`src/rtl/gb_frame_sequencer.sv`:
```
// gb_frame_sequencer
//
// Game Boy APU frame sequencer. It divides the APU master clock down to the 512 Hz
// frame rate and walks an 8-step frame. Each step can emit single-cycle enable
// pulses for the length counters (256 Hz), the channel-1 sweep unit (128 Hz) and
// the volume envelopes (64 Hz).
//
// Step schedule (s = step being executed):
//   s : 0 1 2 3 4 5 6 7
//   clk_length   : x . x . x . x .
//   clk_sweep    : . . x . . . x .
//   clk_envelope : . . . . . . . x
//
// A tick executes step s. The pulses for s are registered, so they are high for
// the one clk after the tick edge. frame_step already shows s+1 in that cycle.
// Pulses for the same step can be high together (steps 2 and 6).
//
// Build option:
//   GB_FS_EXT_DIV_EN  When defined, the internal prescaler is removed. A tick is
//                     taken on each falling edge of div_bit (DIV bit 4) while
//                     apu_enable is high, and DIV_COUNT is unused. When undefined,
//                     div_bit is ignored.
//
// Parameters:
//   DIV_COUNT     master clocks per frame step (>= 2). The default of 8192 gives
//                 4194304 Hz / 512 Hz.
//
// Ports:
//   clk           APU master clock
//   rst_n         asynchronous active-low reset
//   apu_enable    NR52 bit 7. While low, the sequencer is forced to idle.
//   div_bit       DIV timer bit 4. Used only with GB_FS_EXT_DIV_EN.
//   clk_length    one-cycle pulse on steps 0, 2, 4 and 6
//   clk_sweep     one-cycle pulse on steps 2 and 6
//   clk_envelope  one-cycle pulse on step 7
//   frame_step    index of the next step to execute (0..7)

module gb_frame_sequencer #(
  parameter int unsigned DIV_COUNT = 8192
) (
  input  logic       clk,
  input  logic       rst_n,
  input  logic       apu_enable,
  input  logic       div_bit,
  output logic       clk_length,
  output logic       clk_sweep,
  output logic       clk_envelope,
  output logic [2:0] frame_step
);

  // Tick source: the frame sequencer advances one step when tick is high
  logic tick;

`ifdef GB_FS_EXT_DIV_EN

  // External DIV source. div_bit_q is the previous sample of div_bit.
  // It follows div_bit on every cycle, whatever apu_enable is. This way a
  // falling edge seen right after enable is judged against the real
  // history, not a stale value.
  logic div_bit_q;

  always_ff @(posedge clk or negedge rst_n) begin
    if (!rst_n) begin
      div_bit_q <= 1'b0;
    end else begin
      div_bit_q <= div_bit;
    end
  end

  // A CPU write to DIV that drops bit 4 from 1 to 0 also lands here. It
  // produces one extra step, as the real hardware does.
  assign tick = apu_enable & div_bit_q & ~div_bit;

`else

  // Internal prescaler: counts 0..DIV_COUNT-1 and wraps.
  localparam int unsigned CntW = (DIV_COUNT > 2) ? $clog2(DIV_COUNT) : 1;
  localparam logic [CntW-1:0] CntLast = CntW'(DIV_COUNT - 1);

  logic [CntW-1:0] cnt_q, cnt_d;
  logic            unused_div_bit;

  assign unused_div_bit = div_bit;

  assign tick = apu_enable && (cnt_q == CntLast);

  always_comb begin
    cnt_d = cnt_q;
    if (!apu_enable) begin
      // Restart from zero, so the first tick after enable is DIV_COUNT cycles later
      cnt_d = '0;
    end else if (cnt_q == CntLast) begin
      cnt_d = '0;
    end else begin
      cnt_d = cnt_q + CntW'(1);
    end
  end

  always_ff @(posedge clk or negedge rst_n) begin
    if (!rst_n) begin
      cnt_q <= '0;
    end else begin
      cnt_q <= cnt_d;
    end
  end

`endif

  // ---------------------------------------------------------------------------
  // Frame step state and registered pulses
  // ---------------------------------------------------------------------------
  logic [2:0] step_q, step_d;
  logic       len_q, len_d;
  logic       sweep_q, sweep_d;
  logic       env_q, env_d;

  // State register
  always_ff @(posedge clk or negedge rst_n) begin
    if (!rst_n) begin
      step_q  <= 3'd0;
      len_q   <= 1'b0;
      sweep_q <= 1'b0;
      env_q   <= 1'b0;
    end else begin
      step_q  <= step_d;
      len_q   <= len_d;
      sweep_q <= sweep_d;
      env_q   <= env_d;
    end
  end

  // Next-state: advance on tick with the natural 3-bit wrap 7 -> 0
  always_comb begin
    step_d = step_q;
    if (!apu_enable) begin
      step_d = 3'd0;
    end else if (tick) begin
      step_d = step_q + 3'd1;
    end
  end

  // Pulse decode for the step being executed. The pulses are zero on every
  // non-tick edge, so each pulse lasts exactly one cycle.
  always_comb begin
    len_d   = 1'b0;
    sweep_d = 1'b0;
    env_d   = 1'b0;
    if (tick) begin
      len_d   = ~step_q[0];
      sweep_d = (step_q == 3'd2) || (step_q == 3'd6);
      env_d   = (step_q == 3'd7);
    end
  end

  assign clk_length   = len_q;
  assign clk_sweep    = sweep_q;
  assign clk_envelope = env_q;
  assign frame_step   = step_q;

  // ---------------------------------------------------------------------------
  // Structural properties of the schedule
  // ---------------------------------------------------------------------------
  // No pulse may stay high for two consecutive cycles.
  a_pulse_single: assert property (@(posedge clk) disable iff (!rst_n)
    (clk_length | clk_sweep | clk_envelope) |=> !(clk_length | clk_sweep | clk_envelope));

  // Sweep steps are a subset of length steps.
  a_sweep_with_length: assert property (@(posedge clk) disable iff (!rst_n)
    clk_sweep |-> clk_length);

  // The envelope step has no other pulse.
  a_env_alone: assert property (@(posedge clk) disable iff (!rst_n)
    clk_envelope |-> !(clk_length || clk_sweep));

endmodule

```
`config.mk`:
```
export PLATFORM = sky130hd
export DESIGN_NAME = gb_frame_sequencer
export DESIGN_NICKNAME = d
export VERILOG_FILES = /design/src/rtl/gb_frame_sequencer.sv
export SDC_FILE = /design/constraint.sdc
export NUM_CORES = 1
export LEC_CHECK = 0
export ABC_AREA = 1
export CAP_MARGIN = 20
export CELL_PAD_IN_SITES_DETAIL_PLACEMENT = 0
export CELL_PAD_IN_SITES_GLOBAL_PLACEMENT = 1
export CORE_UTILIZATION = 43
export CTS_BUF_LIST = sky130_fd_sc_hd__clkbuf_8
export CTS_CLUSTER_DIAMETER = 60
export DETAILED_ROUTE_END_ITERATION = 16
export MAX_ROUTING_LAYER = met4
export PLACE_DENSITY = 0.9
export SLEW_MARGIN = 20
export SYNTH_ARGS = -nofsm -noshare
export SYNTH_HDL_FRONTEND = slang
export SYNTH_SLANG_ARGS = --single-unit
export TNS_END_PERCENT = 100
```
`constraint.sdc`:
```
create_clock -name clk -period 1.8 [get_ports clk]
set_clock_uncertainty 0.05 [all_clocks]
set_input_delay 0.36 -clock clk [delete_from_list [all_inputs] [get_ports clk]]
set_output_delay 0.36 -clock clk [all_outputs]
set_load 0.1 [all_outputs]
```
==> results.yml <==
worst_setup_path:
  cp_max_fo: 7
  regToRegSetupSlack_ns: 0.29
  worstPathCellList: "ha_1 -> nand3_2 -> nor2_1 -> nand2_2 -> nand2_4 -> nor2_1"
  worst-setup-path-type: "flop to flop"
  start_kind: "flop"
  cp.arrival_ns: 1.60
  critPathSlowestCell: "dfrtp_1"
  crit_top_cell: "nor2_1"
  critical-path-max-stage-delay_ns: 0.40
  required_ns: 1.89
  worstSetupEndpointType: "flop"
sta:
  relSlewSlack: 0.725
  rsz0062_at_grt: "no"
  tns_ns: 0
  fin_crit_ns: 1.51
  worstMarginPinSlew_ns: 0.411
  hold_violations: 0
  drv_slew: 0
  fmax_mhz: 663
  setup_viol_count_final: 0
  fin_crit_sh: 0.838
power_and_ir_drop:
  p_leak_uw: 0.000554
  powerDensity_nw_per_um2: 637
  vdd_drop_max_mv: 0.429
logic_synthesis:
  syn_nets: 127
  ys_types: 16
  syn-instance-count: 119
  yosys_warnings: 0
  avgSynthCellArea_um2: 8.16
  ys_ff_latch: 19
  netlist_area_um2: 971
  ys_seq_area_frac: 0.490
cts:
  hold_buffers: 0
  ctsResizeCount: 0
  cts_buffer_depth: 2
  numCtsBuffers: 3
  htree_levels: 1
  worstSkewPairLatency_ns: 0.25
  path_clk_slew_ns: 0.07
  post_cts_buffers: 0
  cts_root_buf: "clkbuf_8"
  cts_tree: "yes"
  cts_sinks: 19
floorplan:
  core-area_um2: 2040
  dieArea_um2: 2450
  rows: 16
  ioPinCount: 10
  chipWidth_um: 49.5
  initial_utilization: 0.475
  die_h_um: 49.5
detailed_routing:
  drt-met1-wl_um: 880
  drt-initial-drc-count: 8
  viasPerCell: 4.79
  dr_wl_met3_um: 46
  ant_nets: 0
  drt-pass1-iter-count: 4
  wl_per_cell_um: 11.1
  drc: 0
  num_vias: 757
  wl_met2_um: 815
  wl_mm: 1.75
  highest_layer: "met4"
placement:
  dp_hpwl_mm: 1.30
  portBuffers: 8
  gp_congestion: 0.814
run_status:
  status: "finished clean"
layout:
  fin_nets: 140
  antennaDiodeCount: 0
  utilization: 0.584
  drive_gt1_frac: 0.115
  syn_to_final_growth_pct: 22.8
global_route:
  overflow: 0
  grt_max_degree: 20
  antenna_found_initial: 0
  grt_pass1_vias: 740
  track_usage: 0.172
  grt_pass1_wl_mm: 3.11
hold_path:
  hold_path_class: "primary input to asynchronous set/reset pin"
flow_run:
  maxCapViolCount: 0
layer usage:
metal  up-vias  global-route usage
met5         -                   -
met4         0              0.0571
met3         2              0.0370
met2         9               0.268
met1       354               0.221
li1        392                   -
cells by family (layout without fill, tap and decap cells):
kind of cell  count (synthesis)  in the layout  share of synthesized area
xor+xnor                      7              7                     0.0631
simple gates                 73             73                      0.332
fa+ha+maj                     4              4                     0.0515
flops                        19             19                      0.490
buf+inv                      16             28                     0.0631
Yosys cell counts:
master,number,area [µm²]
nand2_1,25,93.8
buf_2,1,5.00
xnor2_1,3,26.3
nor2_1,26,97.6
nand4_1,3,18.8
dfrtp_1,19,475
nand3_2,1,10.0
nor2_2,2,12.5
inv_1,15,56.3
xor2_1,4,35.0
ha_1,4,50.1
nand2_2,1,6.26
nor3_1,1,5.00
nand2_4,1,11.3
nand3_1,12,60.1
nand3b_1,1,7.51
sequential cells by signal (all words and copies together), names as in the netlist:
name          cells
clk_length        1
clk_sweep         1
cnt_q            13
clk_envelope      1
frame_step        3
cell type report:
type / instances / area (µm²)
Fill cell: 196 / 850
Sequential cell: 19 / 475
Multi-Input combinational cell: 84 / 434
Timing Repair Buffer: 9 / 148
Inverter: 15 / 56.3
Clock buffer: 3 / 41.3
Tap cell: 27 / 33.8
Clock inverter: 1 / 3.75
critical path, delay by kind of cell (launching register included):
family	cells	cell delay, ns
simple gates	5	0.65
flops	1	0.40
fa+ha+maj	1	0.30
worst paths after layout:
path                               start         to  depth (start not counted)
worst max-delay path            cnt_q[0]  cnt_q[11]                          6
worst min-delay path               rst_n   cnt_q[4]                          2
worst max register to register  cnt_q[0]  cnt_q[11]                          6
worst min register to register  cnt_q[0]   cnt_q[0]                          1
max in group asynchronous          rst_n   cnt_q[7]                          2
min in group clk                cnt_q[0]   cnt_q[0]                          1
where the power goes:
group	internal, µW	switching, µW	leakage [µW]
combinational	13.0	23.9	0.000264
clock	151	132	0.0000269
sequential	432	6.84	0.000263
total	597	163	0.000554
placed cells by master (no fill, tap or decap):
cell type and instances:
nand2_1 25, clkbuf_8 3, nand2_4 1, inv_1 16
ha_1 4, xor2_1 4, nor2_2 2, nand3_1 12
nand3_2 1, buf_4 1, nor3_1 1, nand3b_1 1
clkdlybuf4s50_1 2, nor2_1 26, buf_12 6, dfrtp_1 19
nand4_1 3, xnor2_1 3, nand2_2 1
per-stage QoR:
step	std cells	hold WS [ns]	cell area (µm²)	total power (µW)	worst slack (ns)
after floorplan	119	0.0144	971	465	0.0692
final	158	0.388	1190	759	0.292
after global placement	154	0.423	1150	483	0.289
after detailed placement	154	0.441	1150	485	0.244
after global routing	158	0.427	1190	790	0.141
after CTS	158	0.398	1190	770	0.265
Power figures use the tool's default switching activity.
